==> config.mk <==
export PLATFORM = sky130hd
export DESIGN_NAME = tlul_socket_1n
export DESIGN_NICKNAME = d
export VERILOG_FILES = /design/src/rtl/tluh_32_pkg.sv /design/src/rtl/tlul_socket_1n_pkg.sv /design/src/rtl/tlul_err_resp.sv /design/src/rtl/tlul_socket_1n.sv
export SDC_FILE = /design/constraint.sdc
export NUM_CORES = 1
export LEC_CHECK = 0
export ABC_AREA = 1
export CAP_MARGIN = 25
export CELL_PAD_IN_SITES_DETAIL_PLACEMENT = 1
export CELL_PAD_IN_SITES_GLOBAL_PLACEMENT = 2
export CORE_AREA = 2 2 269 271
export CTS_BUF_LIST = sky130_fd_sc_hd__clkbuf_4 sky130_fd_sc_hd__clkbuf_8
export CTS_CLUSTER_DIAMETER = 80
export CTS_CLUSTER_SIZE = 30
export DETAILED_ROUTE_END_ITERATION = 8
export DIE_AREA = 0 0 271 273
export DONT_BUFFER_PORTS = 1
export PLACE_DENSITY = 0.3
export SYNTH_ARGS = -nofsm -noshare
export SYNTH_HDL_FRONTEND = slang
export SYNTH_SLANG_ARGS = --single-unit
==> constraint.sdc <==
create_clock -name clk_i -period 3 [get_ports clk_i]
set_input_delay 0.3 -clock clk_i [delete_from_list [all_inputs] [get_ports clk_i]]
set_output_delay 0.3 -clock clk_i [all_outputs]
set_load 0.01 [all_outputs]
==> src/rtl/tluh_32_pkg.sv <==
// TL-UL (32-bit data, 8-bit source id) channel types shared by hosts and devices.
// Pure type/constant package: no logic, no latency.
package tluh_32_pkg;

    localparam int TL_AW  = 32;
    localparam int TL_DW  = 32;
    localparam int TL_DBW = TL_DW / 8;
    localparam int TL_AIW = 8;
    localparam int TL_DIW = 1;
    localparam int TL_SZW = 2;

    typedef enum logic [2:0] {
        PutFullData    = 3'h0,
        PutPartialData = 3'h1,
        Get            = 3'h4
    } tl_a_op_e;

    typedef enum logic [2:0] {
        AccessAck     = 3'h0,
        AccessAckData = 3'h1
    } tl_d_op_e;

    typedef struct packed {
        logic               a_valid;
        tl_a_op_e           a_opcode;
        logic [2:0]         a_param;
        logic [TL_SZW-1:0]  a_size;
        logic [TL_AIW-1:0]  a_source;
        logic [TL_AW-1:0]   a_address;
        logic [TL_DBW-1:0]  a_mask;
        logic [TL_DW-1:0]   a_data;
        logic               d_ready;
    } tl_h2d_t;

    typedef struct packed {
        logic               d_valid;
        tl_d_op_e           d_opcode;
        logic [2:0]         d_param;
        logic [TL_SZW-1:0]  d_size;
        logic [TL_AIW-1:0]  d_source;
        logic [TL_DIW-1:0]  d_sink;
        logic [TL_DW-1:0]   d_data;
        logic               d_error;
        logic               a_ready;
    } tl_d2h_t;

endpackage

==> src/rtl/tlul_socket_1n_pkg.sv <==
// Peripheral cluster address map: device count, per-device base/mask windows
// and the default in-flight request limit used by the 1:N socket.
package tlul_socket_1n_pkg;

    localparam int unsigned NUM_DEV         = 4;
    localparam int unsigned MAX_OUTSTANDING = 4;

    // Packed arrays list the highest index first: device 0 is the rightmost entry.
    localparam logic [NUM_DEV-1:0][31:0] DEV_BASE = {
        32'h0003_0000, 32'h0002_0000, 32'h0001_0000, 32'h0000_0000
    };
    localparam logic [NUM_DEV-1:0][31:0] DEV_MASK = {NUM_DEV{32'hFFFF_0000}};

    function automatic logic addr_hit(input logic [31:0] addr,
                                      input logic [31:0] base,
                                      input logic [31:0] mask);
        return (addr & mask) == base;
    endfunction

endpackage

==> src/rtl/tlul_err_resp.sv <==
// Error responder for unmapped addresses: one request at a time, d_error=1, all-ones data.
// Latency 1 cycle accept->d_valid; a_ready drops while a response waits for d_ready.
module tlul_err_resp
    import tluh_32_pkg::*;
(
    input  logic    clk_i,
    input  logic    rst_ni,
    input  tl_h2d_t tl_h_i,
    output tl_d2h_t tl_h_o
);

    logic                r_pending;
    tl_a_op_e            r_opcode;
    logic [TL_SZW-1:0]   r_size;
    logic [TL_AIW-1:0]   r_source;
    logic                w_accept;
    logic                w_ret;
    logic                w_unused;

    assign w_accept = rst_ni && tl_h_i.a_valid && !r_pending;
    assign w_ret    = r_pending && tl_h_i.d_ready;
    assign w_unused = ^{tl_h_i.a_param, tl_h_i.a_address, tl_h_i.a_mask, tl_h_i.a_data};

    always_ff @(posedge clk_i) begin
        if (!rst_ni) begin
            r_pending <= 1'b0;
            r_opcode  <= PutFullData;
            r_size    <= '0;
            r_source  <= '0;
        end else begin
            if (w_accept) begin
                r_pending <= 1'b1;
                r_opcode  <= tl_h_i.a_opcode;
                r_size    <= tl_h_i.a_size;
                r_source  <= tl_h_i.a_source;
            end else if (w_ret) begin
                r_pending <= 1'b0;
            end
        end
    end

    always_comb begin
        tl_h_o          = '0;
        tl_h_o.a_ready  = rst_ni && !r_pending;
        tl_h_o.d_valid  = r_pending;
        tl_h_o.d_opcode = (r_opcode == Get) ? AccessAckData : AccessAck;
        tl_h_o.d_size   = r_size;
        tl_h_o.d_source = r_source;
        tl_h_o.d_data   = '1;
        tl_h_o.d_error  = 1'b1;
    end

endmodule

==> src/rtl/tlul_socket_1n.sv <==
// 1-host to N-device TL-UL demux with an internal error port for unmapped addresses.
// Zero added latency on A and D; requests stall while a different destination is in flight.
module tlul_socket_1n
    import tluh_32_pkg::*;
    import tlul_socket_1n_pkg::*;
#(
    parameter int unsigned          N              = NUM_DEV,
    parameter int unsigned          MaxOutstanding = MAX_OUTSTANDING,
    parameter logic [N-1:0][31:0]   DevBase        = DEV_BASE,
    parameter logic [N-1:0][31:0]   DevMask        = DEV_MASK
) (
    input  logic    clk_i,
    input  logic    rst_i,
    input  tl_h2d_t tl_h_i,
    output tl_d2h_t tl_h_o,
    output tl_h2d_t tl_d_o [N],
    input  tl_d2h_t tl_d_i [N]
);

    localparam int OW = $clog2(MaxOutstanding + 1);
    localparam int SW = $clog2(N + 1);
    localparam logic [OW-1:0] MAX_CNT = OW'(MaxOutstanding);
    localparam logic [SW-1:0] ERR_IDX = SW'(N);

    logic [SW-1:0] w_dev_sel;
    logic [SW-1:0] r_dev_select;
    logic [OW-1:0] r_outstanding;
    logic          w_hold;
    logic          w_accept;
    logic          w_ret;
    tl_h2d_t       w_err_req;
    tl_d2h_t       w_err_rsp;
    tl_d2h_t       w_dev_rsp [N+1];

    // Lowest matching index wins, so scan downward and let later hits overwrite.
    always_comb begin
        w_dev_sel = ERR_IDX;
        for (int i = int'(N) - 1; i >= 0; i--) begin
            if (addr_hit(tl_h_i.a_address, DevBase[i], DevMask[i])) begin
                w_dev_sel = SW'(i);
            end
        end
    end

    always_comb begin
        for (int i = 0; i < int'(N); i++) begin
            w_dev_rsp[i] = tl_d_i[i];
        end
        w_dev_rsp[N] = w_err_rsp;
    end

    assign w_hold = (r_outstanding != '0) &&
                    ((w_dev_sel != r_dev_select) || (r_outstanding == MAX_CNT));

    always_comb begin
        tl_h_o         = w_dev_rsp[r_dev_select];
        tl_h_o.a_ready = !rst_i && w_dev_rsp[w_dev_sel].a_ready && !w_hold;
        tl_h_o.d_valid = !rst_i && w_dev_rsp[r_dev_select].d_valid;
    end

    always_comb begin
        for (int i = 0; i < int'(N); i++) begin
            tl_d_o[i]         = tl_h_i;
            tl_d_o[i].a_valid = !rst_i && tl_h_i.a_valid && (w_dev_sel == SW'(i)) && !w_hold;
            tl_d_o[i].d_ready = !rst_i && tl_h_i.d_ready && (r_dev_select == SW'(i));
        end
        w_err_req         = tl_h_i;
        w_err_req.a_valid = !rst_i && tl_h_i.a_valid && (w_dev_sel == ERR_IDX) && !w_hold;
        w_err_req.d_ready = !rst_i && tl_h_i.d_ready && (r_dev_select == ERR_IDX);
    end

    assign w_accept = tl_h_i.a_valid && tl_h_o.a_ready;
    assign w_ret    = tl_h_o.d_valid && tl_h_i.d_ready;

    always_ff @(posedge clk_i) begin
        if (rst_i) begin
            r_outstanding <= '0;
            r_dev_select  <= '0;
        end else begin
            if (w_accept) begin
                r_dev_select <= w_dev_sel;
            end
            case ({w_accept, w_ret})
                2'b10:   r_outstanding <= r_outstanding + OW'(1);
                2'b01:   r_outstanding <= r_outstanding - OW'(1);
                default: r_outstanding <= r_outstanding;
            endcase
        end
    end

    tlul_err_resp u_err_resp (
        .clk_i  (clk_i),
        .rst_ni (~rst_i),
        .tl_h_i (w_err_req),
        .tl_h_o (w_err_rsp)
    );

`ifndef SYNTHESIS
    always_ff @(posedge clk_i) begin
        if (!rst_i) begin
            for (int i = 0; i <= int'(N); i++) begin
                assert (r_outstanding == '0 || SW'(i) == r_dev_select || !w_dev_rsp[i].d_valid);
            end
            assert (r_outstanding != '0 || !tl_h_o.d_valid);
        end
        for (int i = 0; i < int'(N); i++) begin
            assert ((DevBase[i] & ~DevMask[i]) == '0);
        end
    end
`endif

endmodule

==> results_dict.tcl, run 1 <==
set metrics [dict create \
    vias 4254 \
    grt_max_degree 67 \
    power.leakage_uw 0.001402 \
    hpwlAfterDp_um 21460 \
    seq_area_frac_synth_pct 7.291 \
    min_to "r_outstanding[1]" \
    core_mm2 0.07100 \
    hp-start "rst_i" \
    wirelength_um 26780 \
    tns_ps 0 \
    crit_type "reg -> out" \
    period_needed_ps 2533 \
    drive_gt1_share_pct 13.87 \
    holdPathStages 1 \
    route.detailed.drc 0 \
    finalSetupViolCount 0 \
    nets 854 \
    arrival_ps 2230 \
    synth.avg_cell_area_um2 6.108 \
    num_io_pins 692 \
    cts-root-buf "clkbuf_8" \
    ant_nets 0 \
    fp.dieH_um 273 \
    fp.dieArea_mm2 0.07398 \
    numCtsBuffers 3 \
    timing.final.crit_share_pct 84.44 \
    yosys.cell_types.count 33 \
    status "complete, no violations" \
    r2r-end "r_outstanding[2]" \
    cts_sinks 20 \
    synth_ff_type "dfxtp_1" \
    syn_nets 1197 \
    viasPerCell 2.821 \
    synth_edf_count 0 \
    final_util_pct 6.091 \
    post_cts_buffers 0 \
    grt_usage_pct 6.769 \
    r2r_slack_ps 550 \
    cp_max_fo 20 \
    hold_viol 0 \
    cts_tree "yes" \
    htree_levels 1 \
    clock_path_buffers 2 \
    antenna_found_initial 4 \
    synthArstFlopShare_pct 0 \
    die_w_um 271 \
    rsz0062_at_grt "no" \
    io_buffers 0 \
    slew_headroom_pct 44.20 \
    max_freq_mhz 394.8 \
    p_per_area_mw_per_mm2 395.2 \
    r2r_cells 12 \
    path_clk_slew_ps 90 \
    r2r-start "r_dev_select[1]" \
    cap_violations 0 \
    ys_ff_latch 20 \
    post_cts_resized 0 \
    ir_drop_uv 105.3 \
    tightest_slew_ps 837.1 \
    grt_overflow 0 \
    fin_worst_skew_ps 6.452 \
    yosysMostFrequentCell "buf_4" \
    critPathLaunch "r_dev_select[2]" \
    grt_pass1_vias 4603 \
    slew_violations 0 \
    synth_top_area_share_pct 45.93 \
    hold_class "in -> reg" \
    netlist_top_cells_area "buf_4 46%, nand2_1 13%, nand3_1 12%, dfxtp_1 7.3%, o21ai_0 3.0%" \
    synth_common_cells "336 x buf_4, 185 x nand2_1, 132 x nand3_1, 37 x clkbuf_1, 33 x o21ai_0" \
    worstPathRequired_ps 2700 \
    grt_pass1_wl_um 36240 \
    drtPass1Iterations 4 \
    critPathCaptureType "output pin" \
    drtIter0Drc 146 \
    cp-start-kind "flip-flop" \
    postCtsHoldBufs 0 \
    syn2layout_area_growth_pct -21.26 \
    wire_per_inst_um 17.76 \
    gp_congestion 0.6625 \
    worst_skew_pair.late_latency_ps 270 \
    yosysWarnings 0 \
    postSynthCellCount 899 \
    row_count 98 \
    start_util_pct 7.735 \
    yosys.area.top_type "buf_4" \
    synthesis.area_mm2 0.005492 \
]
## through the flow
| step | cells | worst slack [ps] | hold WS [ps] | power [uW] | area (um^2) |
|---|---|---|---|---|---|
| 2_1_floorplan | 899 | 524.9 | 372.4 | 1507 | 5492 |
| 3_3_place_gp | 1501 | 170.2 | 376.4 | 1550 | 4262 |
| 3_5_place_dp | 1501 | 223.9 | 379.0 | 1544 | 4262 |
| 4_1_cts | 1505 | 245.7 | 69.01 | 1786 | 4317 |
| 5_1_grt | 1507 | 193.1 | 65.07 | 1905 | 4322 |
| 6_report | 1508 | 466.8 | 85.04 | 1709 | 4324 |
## worst max-delay path: stages (launching register included)
cell and delay [ps]:
dfxtp_2 470, buf_4 340, nand2_1 340, buf_4 340, nor3_1 190, a22o_1 270
## how the worst max path moves through the flow
stage	to	depth (start not counted)
CTS	tl_h_o[48]	5
global route	r_outstanding[2]	12
global placement	r_outstanding[2]	17
finish	tl_h_o[48]	5
detailed placement	r_outstanding[2]	17
floorplan	r_outstanding[2]	17
## where the power goes
part / switching, uW / total [uW] / internal, uW
Combinational: 809 / 1140 / 329
Sequential: 39.2 / 346 / 306
Clock: 108 / 225 / 117
## kinds of logic (layout without fill, tap and decap cells)
family          after synthesis  after routing  synth area share (%)
buf+inv                     409             65                 51.31
compound gates               69             69                 7.382
simple gates                399            399                 33.42
fa+ha+maj                     2              2                0.5924
other cells                   0              3                     0
flops                        20             20                 7.291
## layer usage
metal | routed length, um | up-vias | global-route usage [%]
li1 | - | 1888 | -
met1 | 10970 | 2019 | 8.072
met2 | 13090 | 285 | 11.74
met3 | 2085 | 62 | 2.056
met4 | 634 | 0 | 1.774
met5 | 0 | - | 0
## final cells by class
class                   instances  area, um^2
clock buffers                   4       55.05
repair buffers                 36       282.8
inverters                      25       95.09
fillers                      8628       66670
diodes                          3       7.507
well taps                     950        1189
multi-input cells             470        2288
flip-flops and latches         20       406.6
## cell usage in the layout, fill, tap and decap left out, types with 4 or more instances in the layout
cell      synthesis  routed
nand2_1         185     185
nand3_1         132     132
buf_4           336      35
o21ai_0          33      33
nor2_1           32      30
nand4_1          24      24
inv_1            22      20
dfxtp_1          20      17
nand2_2          12      12
a22oi_1           8       8
a31oi_1           8       8
o21ai_2           7       7
o21ai_1           7       7
nor3_1            5       5
a21oi_1           5       5
inv_2             2       4
clkbuf_8          0       4
## sequential cells by signal, indices dropped and copies added, names as in the netlist
register,flops
u_err_resp.r_source,8
r_dev_select,3
r_outstanding,3
u_err_resp.r_opcode,3
u_err_resp.r_size,2
u_err_resp.r_pending,1
Note: power is estimated with default switching activity, not from simulation.
==> run 2: changes to the inputs <==
Settings changed: CORE_AREA 2 2 269 271 to 2 2 271 273, DIE_AREA 0 0 271 273 to 0 0 273 275.
Clock period 3 ns to 2.15 ns, I/O delays scaled along.
==> run 2 against run 1 <==
  * The run now ends with negative setup slack left
  * Final cell count increased by 3.3%
  * First-iteration DRC count increased by 6.2%
  * Critical path type is now reg -> reg
  * Register-to-register slack worse by 600 ps
  * Worst setup slack got worse by 520 ps
  * Non-clock buffer count rose by 42
  * Critical endpoint is now r_outstanding[2]
  * Die area is 1.5% higher
  * Sequential power up 41%
==> results_dict.tcl, run 2 (synthesis gave the netlist of run 1 again) <==
set metrics [dict create \
    status "complete, but fails checks" \
    failed_checks "negative setup slack" \
    path_clk_slew_ps 90 \
    final_common_cell "nand2_1" \
    grt_max_degree 41 \
    met3_usage_pct 1.231 \
    grt_pass1_vias 4680 \
    cts_sinks 20 \
    cp_max_fo 3 \
    slew_violations 0 \
    fp.dieArea_mm2 0.07508 \
    grt_overflow 0 \
    rsz0062_at_grt "yes" \
    clock_path_buffers 2 \
    sw_frac_of_total_pct 54.64 \
    placed_area_mm2 0.004603 \
    wire_per_inst_um 17.89 \
    top_register "u_err_resp.r_source" \
    gr-usage-met2_pct 11.88 \
    switching_power_uw 1520 \
    htree_levels 1 \
    crit_type "reg -> reg" \
    grt.busiest_layer "met2" \
    hpwlAfterDp_um 21120 \
    row_count 99 \
    ant_nets 0 \
    setup_slack_ps -54.60 \
    worstPathRequired_ps 2340 \
    arrival_ps 2400 \
    final_area_mm2 0.005010 \
    cap_violations 0 \
    tightest_slew_ps 432.6 \
    timing.final.crit_share_pct 102.5 \
    numCtsBuffers 3 \
    grt_use_met1_pct 7.978 \
    hold_class "in -> reg" \
    largest_reg_flops 8 \
    hold_viol 0 \
    combPwrFrac_pct 71.6 \
    wirelength_um 27870 \
    layout_common_cells "173 x nand2_1, 132 x nand3_1, 53 x buf_4" \
    cp-start-kind "flip-flop" \
    drtPass1Iterations 4 \
    fin_worst_skew_ps 3.508 \
    instances_no_fill 1558 \
    grt_pass1_wl_um 36360 \
    syn2layout_area_growth_pct -8.772 \
    gp_congestion 0.6466 \
    finalSetupViolCount 2 \
    seqPwrFrac_pct 17.5 \
    io_buffers 0 \
    cts-root-buf "clkbuf_8" \
    antenna_found_initial 5 \
    num_io_pins 692 \
    cts_tree "yes" \
    critPathCaptureType "flip-flop" \
    p_per_area_mw_per_mm2 555.3 \
    ir_drop_uv 280.2 \
    drive_gt1_share_pct 24.12 \
    place_inst 1536 \
    route.detailed.drc 0 \
    p_int_uw 1262 \
    die_w_um 273 \
    power.leakage_uw 0.001691 \
    max_freq_mhz 453.6 \
    period_needed_ps 2205 \
    clkPwrFrac_pct 10.9 \
    slew_headroom_pct 71.16 \
    vias 4397 \
    nets 896 \
    viasPerCell 2.822 \
    core_mm2 0.07234 \
    start_util_pct 7.591 \
    drtIter0Drc 155 \
    fp.dieH_um 275 \
    worst_skew_pair.late_latency_ps 290 \
    grt_usage_pct 6.873 \
]
run 2: critical path: stages, from the launching register on:
cell and delay (ps):
dfxtp_4 370, buf_12 130, nor2_4 130, a22oi_1 80, a31oi_1 190, a31oi_2 80
nor2_2 200, ha_4 150, inv_2 30, fa_2 350, a21oi_2 140, o21ai_2 80
o21ai_1 120, a21oi_1 50
run 2: power groups by stage:
stage          registers [uW]  logic, uW  clock network [uW]
2_1_floorplan             456       1680                   0
3_3_place_gp              496       1770                   0
3_5_place_dp              495       1770                   0
4_1_cts                   487       2090                 339
5_1_grt                   496       2220                 336
6_report                  487       1990                 304
run 2: repair_timing:
| action | CTS | global route |
|---|---|---|
| hold endpoints to repair | 4 | 0 |
| cloned | 2 | 0 |
| endpoints found under the setup margin | 43 | 30 |
| gates resized for setup | 36 | 8 |
| pin swaps | 9 | 4 |
| hold buffers | 3 | 0 |
| setup buffers | 13 | 0 |
run 2: worst paths after layout:
kind,from,cells past startpoint,end,slack (ps)
setup / recovery,r_dev_select[1],13,r_outstanding[2],-50
hold / removal,tl_h_i[73],2,u_err_resp.r_source[4],20
setup reg to reg,r_dev_select[1],13,r_outstanding[2],-50
hold reg to reg,u_err_resp.r_opcode[1],2,u_err_resp.r_opcode[1],480
run 2: layer usage:
metal | wire [um] | vias to the layer above | part of all wire, %
met5 | 13 | - | 0.047
met4 | 1477 | 2 | 5.3
met3 | 2053 | 98 | 7.4
met2 | 13430 | 254 | 48
met1 | 10890 | 2066 | 39
li1 | - | 1977 | -
run 2: cell type report:
class,count,area (um^2)
tap,959,1200
multi-input combinational,470,2416
clock buffer,3,41.29
fill,8822,67330
inverter,25,100.1
timing repair buffer,78,832.0
antenna,2,5.005
clock inverter,1,3.754
sequential,20,411.6
run 2: metrics by stage:
step	TNS (ps)	worst slack (ps)	hold WS (ps)	power [uW]	util (%)
after global placement	-2099	-365.4	291.4	2267	6.363
after floorplan	-22.11	-22.11	287.4	2137	-
after global routing	-2208	-175.5	14.88	3052	6.925
after CTS	-683.6	-94.93	0.06495	2917	6.891
final	-93.31	-54.60	19.72	2782	6.925
after detailed placement	-1617	-344.0	292.4	2268	6.363
==> run 3: changes to the inputs <==
Settings changed: GPL_TIMING_DRIVEN from default to 0.
==> run 3 against run 2 <==
  * The flow still finishes with violations (negative setup slack)
  * Highest routed layer is now met4
  * Largest cell class is now non-clock buffers
  * Register-to-register slack got worse by 170 ps
  * Count of clock-buffer cells in the layout did not move
  * Critical path depth rose by 2
==> results_dict.tcl, run 3 (synthesis gave the netlist of run 1 again) <==
set metrics [dict create \
    layout_common_cells "358 x buf_4, 170 x nand2_1, 122 x nand3_1" \
    row_count 99 \
    grt_max_degree 11 \
    largest_reg_flops 8 \
    antenna_found_initial 6 \
    critPathSlowestCell "fa_2" \
    core_mm2 0.07234 \
    ir_drop_uv 145.4 \
    hold_viol 0 \
    cts_tree "yes" \
    power.leakage_uw 0.003331 \
    placed_area_mm2 0.006788 \
    hp-start "tl_h_i[70]" \
    path_cells "buf_12, nor2_4, buf_12, buf_12, a22oi_2, a31oi_2, a31oi_2, nor2_2, ha_4, inv_4, fa_2, a21oi_2, o21ai_2, o21ai_1, a21oi_1" \
    tightest_slew_ps 689.1 \
    cp-start-kind "flip-flop" \
    max_freq_mhz 420.9 \
    gp_congestion 0.6861 \
    final_common_cell "buf_4" \
    timing.final.crit_share_pct 110.5 \
    nets 1232 \
    slew_headroom_pct 54.06 \
    setup_slack_ps -226.1 \
    r2r-start "r_dev_select[0]" \
    worst_skew_pair.late_latency_ps 280 \
    wirelength_um 38020 \
    arrival_ps 2560 \
    cp_slowest_stage_delay_ps 370 \
    top_register "u_err_resp.r_source" \
    top_layer "met4" \
    viasPerCell 3.030 \
    htree_levels 1 \
    final_area_mm2 0.007626 \
    cp_max_fo 5 \
    fin_worst_skew_ps 9.728 \
    wl_met2_um 21000 \
    grt_pass1_wl_um 47800 \
    grt_usage_pct 9.060 \
    drtPass1Iterations 4 \
    crit_type "reg -> reg" \
    power.total_uw 3522 \
    grt_overflow 0 \
    grt_pass1_vias 5731 \
    cap_violations 0 \
    min_to "u_err_resp.r_source[1]" \
    p_per_area_mw_per_mm2 461.9 \
    worstPathRequired_ps 2330 \
    route.met3.wl_um 2659 \
    rsz0062_at_grt "yes" \
    cts-root-buf "clkbuf_8" \
    cts_sinks 20 \
    ant_nets 0 \
    vias 5742 \
    finalSetupViolCount 2 \
    fp.dieArea_mm2 0.07508 \
    path_clk_slew_ps 90 \
    failed_checks "negative setup slack" \
    numCtsBuffers 3 \
    r2r_slack_ps -230 \
    instances_no_fill 1895 \
    die_w_um 273 \
    route.detailed.drc 0 \
    hpwlAfterDp_um 32100 \
    preCtsSetupSlack_ps -1090 \
    period_needed_ps 2376 \
    drive_gt1_share_pct 54.51 \
    final_util_pct 10.54 \
    wire_per_inst_um 20.06 \
    slew_violations 0 \
    drtIter0Drc 214 \
    hold_class "in -> reg" \
    place_inst 1859 \
    fp.dieH_um 275 \
    io_buffers 0 \
    critical_path.most_common_cell "buf_12" \
    critPathCaptureType "flip-flop" \
    status "complete, but fails checks" \
    start_util_pct 7.591 \
    num_io_pins 692 \
    clock_path_buffers 2 \
    r2r-end "r_outstanding[2]" \
    r2r_cells 15 \
    met1Wirelength_um 14000 \
    syn2layout_area_growth_pct 38.87 \
    holdPathStages 2 \
]
[run 3: cell types whose count changed in the layout (fill, tap and decap cells not counted), moves of 9 or more]
cell / delta
clkbuf_4: +12
nand3_2: +9
nand3_1: -10
buf_4: +305
clkbuf_2: +15
[run 3: repair_timing]
action                                  CTS  global route
hold endpoints to repair                  2             0
gates cloned                              0             3
setup buffers                            21             9
gates resized for setup                 132            41
endpoints found under the setup margin   63            42
pin swaps                                11            14
hold buffers                              1             0
[run 3: worst max-delay path: cells and delay by family (launching register included)]
| family | cells | cell delay (ps) |
|---|---|---|
| compound gates | 7 | 680 |
| fa+ha+maj | 2 | 520 |
| buf+inv | 4 | 410 |
| flops | 1 | 340 |
| simple gates | 2 | 300 |
[run 3: routing by layer]
metal  vias up  track usage [%]
li1       2651                -
met1      2758            10.18
met2       320            17.73
met3        13            1.772
met4         0            1.395
met5         -                0
[run 3: how the worst max path moves through the flow]
stage / startpoint / endpoint / slack (ps) / depth (start not counted)
6_report: r_dev_select[0] / r_outstanding[2] / -230 / 15
3_3_place_gp: r_dev_select[0] / r_outstanding[2] / -1080 / 14
3_5_place_dp: r_dev_select[0] / r_outstanding[2] / -1090 / 12
2_1_floorplan: tl_h_i[62] / r_outstanding[2] / -20 / 17
5_1_grt: r_dev_select[0] / r_outstanding[2] / -380 / 15
4_1_cts: r_dev_select[1] / r_outstanding[2] / -280 / 15
[run 3: through the flow]
step	hold WS, ps	TNS, ps
CTS	26.80	-846.8
finish	42.58	-393.9
floorplan	287.4	-22.11
global route	30.06	-999.6
detailed placement	294.0	-35560
global placement	290.3	-38440
[run 3: cell type report]
class	instances	area, um^2
Fill cell	8835	64710
Clock buffer	3	41.29
Timing Repair Buffer	31	370.4
Multi-Input combinational cell	470	2579
Antenna cell	4	10.01
Buffer	383	2918
Sequential cell	20	406.6
Tap cell	959	1200
Inverter	25	101.3
[run 3: where the power goes]
part / switching (uW) / internal, uW
registers: 53.0 / 428
clock network: 157 / 126
logic: 1680 / 1080
total: 1890 / 1630
